[config.mk]
export PLATFORM = sky130hd
export DESIGN_NAME = ct_fcnvt_stoh_rnd
export DESIGN_NICKNAME = d
export VERILOG_FILES = /design/src/rtl/ct_fcnvt_pkg.sv /design/src/rtl/ct_fcnvt_rnd_inc.sv /design/src/rtl/ct_fcnvt_stoh_rnd.sv
export SDC_FILE = /design/constraint.sdc
export NUM_CORES = 1
export LEC_CHECK = 0
export CORE_UTILIZATION = 35
export DETAILED_ROUTE_END_ITERATION = 10
export HOLD_SLACK_MARGIN = 0.02
export PLACE_DENSITY_LB_ADDON = 0.12
export RECOVER_POWER = 50
export REMOVE_ABC_BUFFERS = 1
export SETUP_SLACK_MARGIN = 0.5
export SLEW_MARGIN = 10
export SYNTH_ARGS = -nofsm -noshare
export SYNTH_HDL_FRONTEND = slang
export SYNTH_SLANG_ARGS = --single-unit
export TNS_END_PERCENT = 10
[constraint.sdc]
create_clock -name forever_cpuclk -period 2.3 [get_ports forever_cpuclk]
set_input_delay 0.46 -clock forever_cpuclk [delete_from_list [all_inputs] [get_ports forever_cpuclk]]
set_output_delay 0.46 -clock forever_cpuclk [all_outputs]
set_load 0.1 [all_outputs]
[src/rtl/ct_fcnvt_pkg.sv]
// Shared encodings and constants for the FP convert round/pack stages.
// Also holds the S1 payload layout and the overflow-result selection.
package ct_fcnvt_pkg;

  localparam logic [2:0] RM_RNE = 3'd0;
  localparam logic [2:0] RM_RTZ = 3'd1;
  localparam logic [2:0] RM_RDN = 3'd2;
  localparam logic [2:0] RM_RUP = 3'd3;
  localparam logic [2:0] RM_RMM = 3'd4;

  localparam logic [15:0] HALF_QNAN = 16'h7E00;
  localparam logic [14:0] HALF_MAXF = 15'h7BFF;
  localparam logic [14:0] HALF_INF  = 15'h7C00;

  localparam int FFLAG_NV = 4;
  localparam int FFLAG_DZ = 3;
  localparam int FFLAG_OF = 2;
  localparam int FFLAG_UF = 1;
  localparam int FFLAG_NX = 0;

  typedef struct packed {
    logic [2:0] rm;
    logic       sign;
    logic [4:0] expt;
    logic [9:0] man;
    logic       ovf;
    logic       is_nan;
    logic       is_snan;
    logic       is_inf;
    logic       is_zero;
    logic       inc;
    logic       nx;
  } stoh_s1_t;

  // Overflow goes to infinity only when the rounding direction points away from zero.
  function automatic logic [15:0] ovf_result(input logic [2:0] rm, input logic sign);
    logic to_inf;
    case (rm)
      RM_RTZ:  to_inf = 1'b0;
      RM_RDN:  to_inf = sign;
      RM_RUP:  to_inf = ~sign;
      default: to_inf = 1'b1;
    endcase
    ovf_result = to_inf ? {sign, HALF_INF} : {sign, HALF_MAXF};
  endfunction

endpackage

[src/rtl/ct_fcnvt_rnd_inc.sv]
// Rounding-increment decision for narrowing converters: (rm, sign, guard, sticky, lsb) -> inc, nx.
// Unknown rounding modes fall back to round-to-nearest-even.
module ct_fcnvt_rnd_inc
  import ct_fcnvt_pkg::*;
(
  input  logic [2:0] rm,
  input  logic       sign,
  input  logic       g,
  input  logic       s,
  input  logic       lsb,
  output logic       inc,
  output logic       nx
);

  always_comb begin
    inc = 1'b0;
    case (rm)
      RM_RTZ:  inc = 1'b0;
      RM_RDN:  inc = sign & (g | s);
      RM_RUP:  inc = ~sign & (g | s);
      RM_RMM:  inc = g;
      default: inc = g & (s | lsb);
    endcase
  end

  assign nx = g | s;

endmodule

[src/rtl/ct_fcnvt_stoh_rnd.sv]
// Round-and-pack stage of the single->half convert: two-register elastic pipeline
// (S1 input/increment register, S2 packed result register) with valid/ready flow control.
module ct_fcnvt_stoh_rnd
  import ct_fcnvt_pkg::*;
#(
  parameter int EXP_W = 5,
  parameter int MAN_W = 10,
  parameter int X_W   = 25
) (
  input  logic               forever_cpuclk,
  input  logic               cpurst,
  input  logic               stoh_rnd_flush,
  input  logic               stoh_rnd_in_vld,
  output logic               stoh_rnd_in_rdy,
  input  logic [2:0]         stoh_rnd_rm,
  input  logic               stoh_rnd_sign,
  input  logic [EXP_W-1:0]   stoh_rnd_expt,
  input  logic [MAN_W:0]     stoh_rnd_f_v,
  input  logic [X_W-1:0]     stoh_rnd_f_x,
  input  logic               stoh_rnd_ovf,
  input  logic               stoh_rnd_is_nan,
  input  logic               stoh_rnd_is_snan,
  input  logic               stoh_rnd_is_inf,
  input  logic               stoh_rnd_is_zero,
  output logic               stoh_rnd_out_vld,
  input  logic               stoh_rnd_out_rdy,
  output logic [15:0]        stoh_rnd_result,
  output logic [4:0]         stoh_rnd_fflags
);

  logic        s1_vld;
  logic        s2_vld;
  stoh_s1_t    s1_q;
  stoh_s1_t    s1_d;
  logic [15:0] res_q;
  logic [4:0]  flags_q;
  logic [15:0] res_d;
  logic [4:0]  flags_d;

  logic        s1_adv;
  logic        s2_adv;
  logic        accept;
  logic        rnd_inc;
  logic        rnd_nx;
  logic [14:0] sum;
  logic        sum_of;
  logic        unused_hidden;

  // The hidden bit is implied by the exponent field; only stored bits are packed.
  assign unused_hidden = stoh_rnd_f_v[MAN_W];

  // Handshake: a stage moves forward when its successor is empty or draining this edge.
  // S2 drains on out_rdy; S1 advances into S2 when S2 can move; input is taken when S1
  // is empty or advancing. A flush drops everything in flight, including this cycle's input.
  assign s2_adv          = ~s2_vld | stoh_rnd_out_rdy;
  assign s1_adv          = s1_vld & s2_adv;
  assign stoh_rnd_in_rdy = ~s1_vld | s1_adv;
  assign accept          = stoh_rnd_in_vld & stoh_rnd_in_rdy & ~stoh_rnd_flush;

  ct_fcnvt_rnd_inc u_rnd_inc (
    .rm   (stoh_rnd_rm),
    .sign (stoh_rnd_sign),
    .g    (stoh_rnd_f_x[X_W-1]),
    .s    (|stoh_rnd_f_x[X_W-2:0]),
    .lsb  (stoh_rnd_f_v[0]),
    .inc  (rnd_inc),
    .nx   (rnd_nx)
  );

  always_comb begin
    s1_d         = '0;
    s1_d.rm      = stoh_rnd_rm;
    s1_d.sign    = stoh_rnd_sign;
    s1_d.expt    = stoh_rnd_expt;
    s1_d.man     = stoh_rnd_f_v[MAN_W-1:0];
    s1_d.ovf     = stoh_rnd_ovf;
    s1_d.is_nan  = stoh_rnd_is_nan;
    s1_d.is_snan = stoh_rnd_is_snan;
    s1_d.is_inf  = stoh_rnd_is_inf;
    s1_d.is_zero = stoh_rnd_is_zero;
    s1_d.inc     = rnd_inc;
    s1_d.nx      = rnd_nx;
  end

  // Mantissa carry ripples straight into the exponent, covering denorm->normal and binade steps.
  assign sum    = {s1_q.expt, s1_q.man} + 15'(s1_q.inc);
  assign sum_of = s1_q.ovf | (sum[14:10] == 5'h1F);

  always_comb begin
    res_d   = {s1_q.sign, sum};
    flags_d = '0;
    if (s1_q.is_nan | s1_q.is_snan) begin
      res_d             = HALF_QNAN;
      flags_d[FFLAG_NV] = s1_q.is_snan;
    end else if (s1_q.is_inf) begin
      res_d = {s1_q.sign, HALF_INF};
    end else if (s1_q.is_zero) begin
      res_d = {s1_q.sign, 15'h0000};
    end else if (sum_of) begin
      res_d             = ovf_result(s1_q.rm, s1_q.sign);
      flags_d[FFLAG_OF] = 1'b1;
      flags_d[FFLAG_NX] = 1'b1;
    end else begin
      // Tininess is judged after rounding.
      flags_d[FFLAG_NX] = s1_q.nx;
      flags_d[FFLAG_UF] = s1_q.nx & (sum[14:10] == 5'h00);
    end
  end

  always_ff @(posedge forever_cpuclk) begin
    if (cpurst) begin
      s1_vld  <= 1'b0;
      s2_vld  <= 1'b0;
      s1_q    <= '0;
      res_q   <= '0;
      flags_q <= '0;
    end else begin
      if (stoh_rnd_flush)  s1_vld <= 1'b0;
      else if (accept)     s1_vld <= 1'b1;
      else if (s1_adv)     s1_vld <= 1'b0;

      if (stoh_rnd_flush)        s2_vld <= 1'b0;
      else if (s1_adv)           s2_vld <= 1'b1;
      else if (stoh_rnd_out_rdy) s2_vld <= 1'b0;

      if (accept) s1_q <= s1_d;
      if (s1_adv) begin
        res_q   <= res_d;
        flags_q <= flags_d;
      end
    end
  end

  assign stoh_rnd_out_vld = s2_vld;
  assign stoh_rnd_result  = res_q;
  assign stoh_rnd_fflags  = flags_q;

endmodule

Word-level counts from Yosys, hierarchy flattened
Index checks and enable logic that the tools add are counted.
{"block": "op_classes", "mux": 22, "eq_ne": 8, "add_sub_neg": 1, "reduce_logical": 5, "n_bitwise": 18}
{"op": "2-to-1 mux 15 bit", "count": 3}
{"op": "OR reduction 24 bit", "count": 1}
{"op": "2-to-1 mux 16 bit", "count": 1}
{"op": "adder 15 x 1 -> 15 bit", "count": 1}
{"op": "== test 3 x 2 -> 1 bit, second input constant", "count": 4}
{"op": "2-to-1 mux 1 bit", "count": 12}
{"op": "2-to-1 mux 11 bit", "count": 1}
{"op": "2-to-1 mux 3 bit", "count": 3}
{"op": "AND 1 bit", "count": 7}
{"op": "== test 3 x 1 -> 1 bit, second input constant", "count": 2}
{"op": "OR 1 bit", "count": 6}
{"op": "== test 5 bit, second input constant", "count": 1}
{"op": "zero test 5 bit", "count": 1}
{"op": "NOT 1 bit", "count": 5}
{"op": "case mux 1 bit (4 select lines)", "count": 1}
{"op": "nonzero test 2 bit", "count": 2}
{"op": "== test 3 bit, second input constant", "count": 1}
{"op": "case mux 1 bit (3 select lines)", "count": 1}
{"op": "OR reduction 2 bit", "count": 1}
{"block": "word_totals", "reg_bits": 48, "word_cells": 69}

Depth between registers and ports, before layout
{"block": "depth", "depth_word": 12, "ltp_mapped": 7}

Hierarchy
Synthesis repeated with hierarchy kept, for this count alone.
{"block": "hier_totals", "cells_unflattened": 304, "area_unflattened_um2": 2381.0}
{"mod": "ct_fcnvt_stoh_rnd", "area_per_inst_um2": 2332.2, "cells_per_inst": 297, "seq_area_each_um2": 960.9, "n_inst": 1}
{"mod": "ct_fcnvt_rnd_inc", "area_per_inst_um2": 48.8, "cells_per_inst": 7, "seq_area_each_um2": 0.0, "n_inst": 1}

Worst setup path after synthesis
No wires, ideal clock.
{"block": "synth_timing", "kind": "register to register", "startpoint": "register s2_vld, in the netlist stoh_rnd_out_vld", "endpoint": "register s1_q[1] (netlist name)", "setup_time_ns": 0.117, "n_path_buf": 1, "arrival_time_ns": 3.009, "slack_ns": -0.826, "path_stages_with_launch": 7, "t_required_ns": 2.183, "path_cell_list": "dfxtp_1 nand3b_1 and3b_1 clkbuf_1 nand4b_1 o21ai_0 a22o_1"}
{"block": "synth_between", "elab_chain_cells": 6}
{"item": "from (decl)", "line": "ct_fcnvt_stoh_rnd.sv:32", "rtl": "logic s2_vld;"}
{"item": "from (signal assigned)", "line": "ct_fcnvt_stoh_rnd.sv:113", "rtl": "s2_vld <= 1'b0;"}
{"item": "from (signal assigned)", "line": "ct_fcnvt_stoh_rnd.sv:122", "rtl": "if (stoh_rnd_flush) s2_vld <= 1'b0;"}
{"item": "from (signal assigned)", "line": "ct_fcnvt_stoh_rnd.sv:123", "rtl": "else if (s1_adv) s2_vld <= 1'b1;"}
{"item": "NOT 1 bit", "line": "ct_fcnvt_stoh_rnd.sv:55", "rtl": "assign s2_adv = ~s2_vld | stoh_rnd_out_rdy;"}
{"item": "OR 1 bit", "line": "ct_fcnvt_stoh_rnd.sv:55"}
{"item": "AND 1 bit", "line": "ct_fcnvt_stoh_rnd.sv:56", "rtl": "assign s1_adv = s1_vld & s2_adv;"}
{"item": "OR 1 bit", "line": "ct_fcnvt_stoh_rnd.sv:57", "rtl": "assign stoh_rnd_in_rdy = ~s1_vld | s1_adv;"}
{"item": "via stoh_rnd_in_rdy", "line": "ct_fcnvt_stoh_rnd.sv:14", "rtl": "output logic stoh_rnd_in_rdy,"}
{"item": "AND 1 bit (2 in series)", "line": "ct_fcnvt_stoh_rnd.sv:58", "rtl": "assign accept = stoh_rnd_in_vld & stoh_rnd_in_rdy & ~stoh_rnd_flush;"}
{"item": "to (signal assigned)", "line": "ct_fcnvt_stoh_rnd.sv:114", "rtl": "s1_q <= '0;"}
{"item": "to (signal assigned)", "line": "ct_fcnvt_stoh_rnd.sv:126", "rtl": "if (accept) s1_q <= s1_d;"}
{"item": "to (decl)", "line": "ct_fcnvt_stoh_rnd.sv:33", "rtl": "stoh_s1_t s1_q;"}
The timed path passes the listed nets, and every way through them passes these cells.
A chain may end at the register's enable or synchronous reset.

Worst setup path in the final report
{"block": "layout_timing", "startpoint": "register s1_q[7] (netlist name)", "endpoint": "register res_q[8], in the netlist stoh_rnd_result[8]"}
{"block": "layout_between", "elab_chain_cells": 7}
{"item": "adder 15 x 1 -> 15 bit *", "line": "ct_fcnvt_stoh_rnd.sv:86", "rtl": "assign sum = {s1_q.expt, s1_q.man} + 15'(s1_q.inc);"}
{"item": "== test 5 bit", "line": "ct_fcnvt_stoh_rnd.sv:87", "rtl": "assign sum_of = s1_q.ovf | (sum[14:10] == 5'h1F);"}
{"item": "OR 1 bit", "line": "ct_fcnvt_stoh_rnd.sv:87"}
{"item": "2-to-1 mux 15 bit *", "line": "ct_fcnvt_stoh_rnd.sv:99", "rtl": "end else if (sum_of) begin"}
{"item": "2-to-1 mux 15 bit *", "line": "ct_fcnvt_stoh_rnd.sv:97", "rtl": "end else if (s1_q.is_zero) begin"}
{"item": "2-to-1 mux 15 bit *", "line": "ct_fcnvt_stoh_rnd.sv:95", "rtl": "end else if (s1_q.is_inf) begin"}
{"item": "2-to-1 mux 16 bit *", "line": "ct_fcnvt_stoh_rnd.sv:92", "rtl": "if (s1_q.is_nan | s1_q.is_snan) begin"}
{"item": "to (signal assigned)", "line": "ct_fcnvt_stoh_rnd.sv:128", "rtl": "res_q <= res_d;"}
{"item": "to (decl)", "line": "ct_fcnvt_stoh_rnd.sv:35", "rtl": "logic [15:0] res_q;"}
Mark *: on every way between the ends. The rest lies on a longest branch, timed or not.

==> impl_results.md <==
- Place WS: -87.0 ps
- CP Capture Type: flip-flop
- # placed instances: ~490
- Crit Path Category: flip-flop to flip-flop
- WHS Endpoint: s1_q[24]$_SDFFE_PP0P_
- P per Cell Area: about 490 nW/um^2
- Mux contribution to synthesized area: less than 1%
- Clock latency on the worst-skew pair: 300 ps
- Final setup viols: 0
- Compound-cell area share of the yosys netlist: between 20% and 30%
- Synth top cells by count: nand2_1 (74), dfxtp_1 (48), a21oi_1 (39), nor2_1 (13), nor4_1 (11)
- Max IR drop VDD: ~210 uV
- Top post-synthesis cells by area: dfxtp_1 (37%), nand2_1 (11%), a21oi_1 (7.4%)
- Hold_sp: s1_q[24]$_SDFFE_PP0P_
- CP bufs+invs: 0
- CTS Buf Count: 5
- WL per Instance: 13.7 um
- Final count of hold timing violations: 0
- Distinct cells, synth: 60
- Final Skew: a little over 7 ps
- Max-slew violations: 0
- Synth area leader: dfxtp_1
- Crit path max-delay family: compound AO/OA/AOI/OAI gates
- Synthesized-area fraction occupied by adder cells: approximately 1.3%
- HP Class: flip-flop to flip-flop
- Via count: between 2,000 and 3,000
- RSZ-0062 raised after global routing: true
- TNS Setup: 0 ps
- Slew Limit Headroom: 22.9%
- Remaining antenna violation count: 0
- Die area: ~8000 um^2
- Total gr overflow: 0
- Final net count: between 400 and 500
- Lkg Pwr: 0.00125 uW
- XOR/XNOR share of the synthesized area: roughly 4.3%
- Synth Area per Inst: just over 8 um^2
- Final wirelength: a little under 7000 um
- Overall Power: approximately 1800 uW
- Post-Syn Instances: between 300 and 400
- CTS Buffer Depth: 2
- Die Span Y: just under 90 um
- Cell area after synthesis: roughly 2600 um^2
- N_diodes: 0
- GPL Wtd Cong: a little under 0.9
- Top cell by count, worst path: ha_4
- Post-Layout Cell Count: between 400 and 500
- Worst-margin pin slew: approximately 1200 ps
- Simple-Gate Fraction of Synth Area: roughly 29%
- Chip Width: just under 90 um
- DRT Pass-1 Iters: 4
- GRT Resource Usage Total: 18.3%
- Clock transition at path regs: about 90 ps
- Initial antenna violation count: 0
- Ports: 78
- Critical-path top delay cell: o31ai_1
- Core area: around 7300 um^2
- DRT iter0 DRCs: around 130
- DRC viols: 0
- Share of synthesized registers carrying an async set or reset: 0%
- Clock Tree Root: clkbuf_8
- Worst hold slack: 452 ps
- Worst EP arrival: 2230 ps
- Clock sink total: 48
- Final worst setup slack: 284 ps
- Max-capacitance violation count: 0
- CTS Hold Bufs: 0
- Worst r2r path cells: 7
- Syn. warnings: 0
- CTS tree: yes
- Cell Rows: 31
- Max stage delay on crit path: between 300 and 400 ps
- Layout fillers: ~740
- H-tree levels: 2
- Global-route wire length before repair: between 10,000 and 15,000 um
- Worst r2r dst: stoh_rnd_result[8]$_SDFFE_PP0P_
- Sequential cell area fraction in the yosys report: a little over a third
- Area grow syn2layout: 39.2%
- EDFF count, synth: 0
- Hold Path Depth: 2
- Starting Density: 36.2%
- FMAX: ~0.50 GHz
- CP Launch Point: s1_q[7]$_SDFFE_PP0P_
- Vias in the first global route: 2,400
- Worst endpoint required time: 2520 ps
- Final period util: between 80 and 90%
- Synth Flop Type: dfxtp_1
- Largest net degree at the start of global routing: 26
- Via density: 5.14
- Share of cells above drive strength 1: between 20% and 30%
- I/O Buffers: 75
- Crit path launch type: flip-flop
- Final min period: 2020 ps
- Reg2reg start: s1_q[7]$_SDFFE_PP0P_
- Area share of the largest cell type after synthesis: ~37%
- Dpl hpwl: 5250 um
- Top-count cell post-synth: nand2_1
- Largest family of logic cells by synthesized area: simple AND/OR/NAND/NOR gates
- Max Fanout on Critical Path: 7
- Critical Path, Cell by Cell: ha_4, ha_4, nand3_4, o31ai_1, nand2_1, a41o_4, a221oi_2
- Synth Register Bits: between 40 and 50
- Outcome: completed
- Flop2flop setup slack: around 280 ps
==> cell type report <==
cell class              count  area, um^2  area share [%]
multi-input cells         241        1640            44.8
inverters                   5        18.8           0.514
well taps                  99         124            3.39
flip-flops and latches     48         972            26.6
clock buffers               6        82.6            2.26
repair buffers             95         802            22.0
clock inverters             2        15.0           0.411
==> power breakdown <==
part / internal (uW) / switching (uW)
Clock: 244 / 290
Sequential: 863 / 43.4
Combinational: 157 / 189
Total: 1260 / 523
==> per-layer routing <==
layer  vias to the layer above  part of all wire (%)  global-route usage [%]
li1                       1303                     -                       -
met1                      1164                    49                    25.1
met2                        71                    46                    29.8
met3                         9                   3.8                    2.99
met4                         0                   1.3                    5.28
met5                         -                     0                       0
==> registers in the layout, indices dropped and copies added (netlist names) <==
signal,cells
s1_q,26
stoh_rnd_result,16
stoh_rnd_fflags,4
s1_vld,1
stoh_rnd_out_vld,1
==> cell usage in the layout (no fill, tap or decap), types with 3 or more instances in the layout <==
cell type / n
nand2_1: 74
clkdlybuf4s50_1: 50
a21oi_1: 39
dfxtp_1: 39
buf_4: 18
nor2_1: 13
clkbuf_2: 13
xnor2_1: 9
dfxtp_2: 9
nor4_1: 8
nand3_1: 7
a221oi_2: 7
clkbuf_1: 7
nor3_1: 6
clkbuf_8: 6
inv_1: 5
nand4_1: 5
xor2_1: 4
nor4_2: 3
nand4b_1: 3
o21ai_0: 3
nand4_4: 3
o221a_2: 3
nor2b_1: 3
==> how the worst max path moves through the flow <==
stage | endpoint | slack, ps | cells after the start
floorplan | s1_q[1]$_SDFFE_PP0P_ | -970 | 5
finish | stoh_rnd_result[8]$_SDFFE_PP0P_ | 280 | 7
global route | stoh_rnd_result[8]$_SDFFE_PP0P_ | 130 | 7
global placement | s1_q[1]$_SDFFE_PP0P_ | -70 | 6
CTS | stoh_rnd_result[8]$_SDFFE_PP0P_ | 330 | 7
detailed placement | s1_q[1]$_SDFFE_PP0P_ | -90 | 6
==> timing repair <==
| action | in CTS | in global routing |
|---|---|---|
| hold endpoints to repair | 0 | 0 |
| setup endpoints to repair | 20 | 20 |
| pin swaps | 9 | 3 |
| resized for setup | 27 | 7 |
| cloned | 0 | 0 |
| setup buffers | 2 | 0 |
==> stage by stage <==
step	util [%]	area, um^2
6_report	50.4	3650
5_1_grt	50.4	3650
4_1_cts	50.9	3690
3_5_place_dp	47.8	3470
3_3_place_gp	47.8	3470
2_1_floorplan	-	2490
==> worst reg2reg max path, cell delays in order (launching register included) <==
cell and delay (ps):
dfxtp_2 360, ha_4 150, ha_4 160, nand3_4 140
o31ai_1 380, nand2_1 140, a41o_4 340, a221oi_2 260
==> cells by family (layout without fill, tap and decap cells) <==
family | Yosys count | count (layout)
AO/OA/AOI/OAI | 78 | 78
other | 1 | 1
flip-flops | 48 | 48
buffers and inverters | 28 | 108
multiplexers | 1 | 1
AND/OR/NAND/NOR | 145 | 145
XOR/XNOR | 13 | 13
adder cells (fa/ha/maj) | 3 | 3
Power figures use the tool's default switching activity.
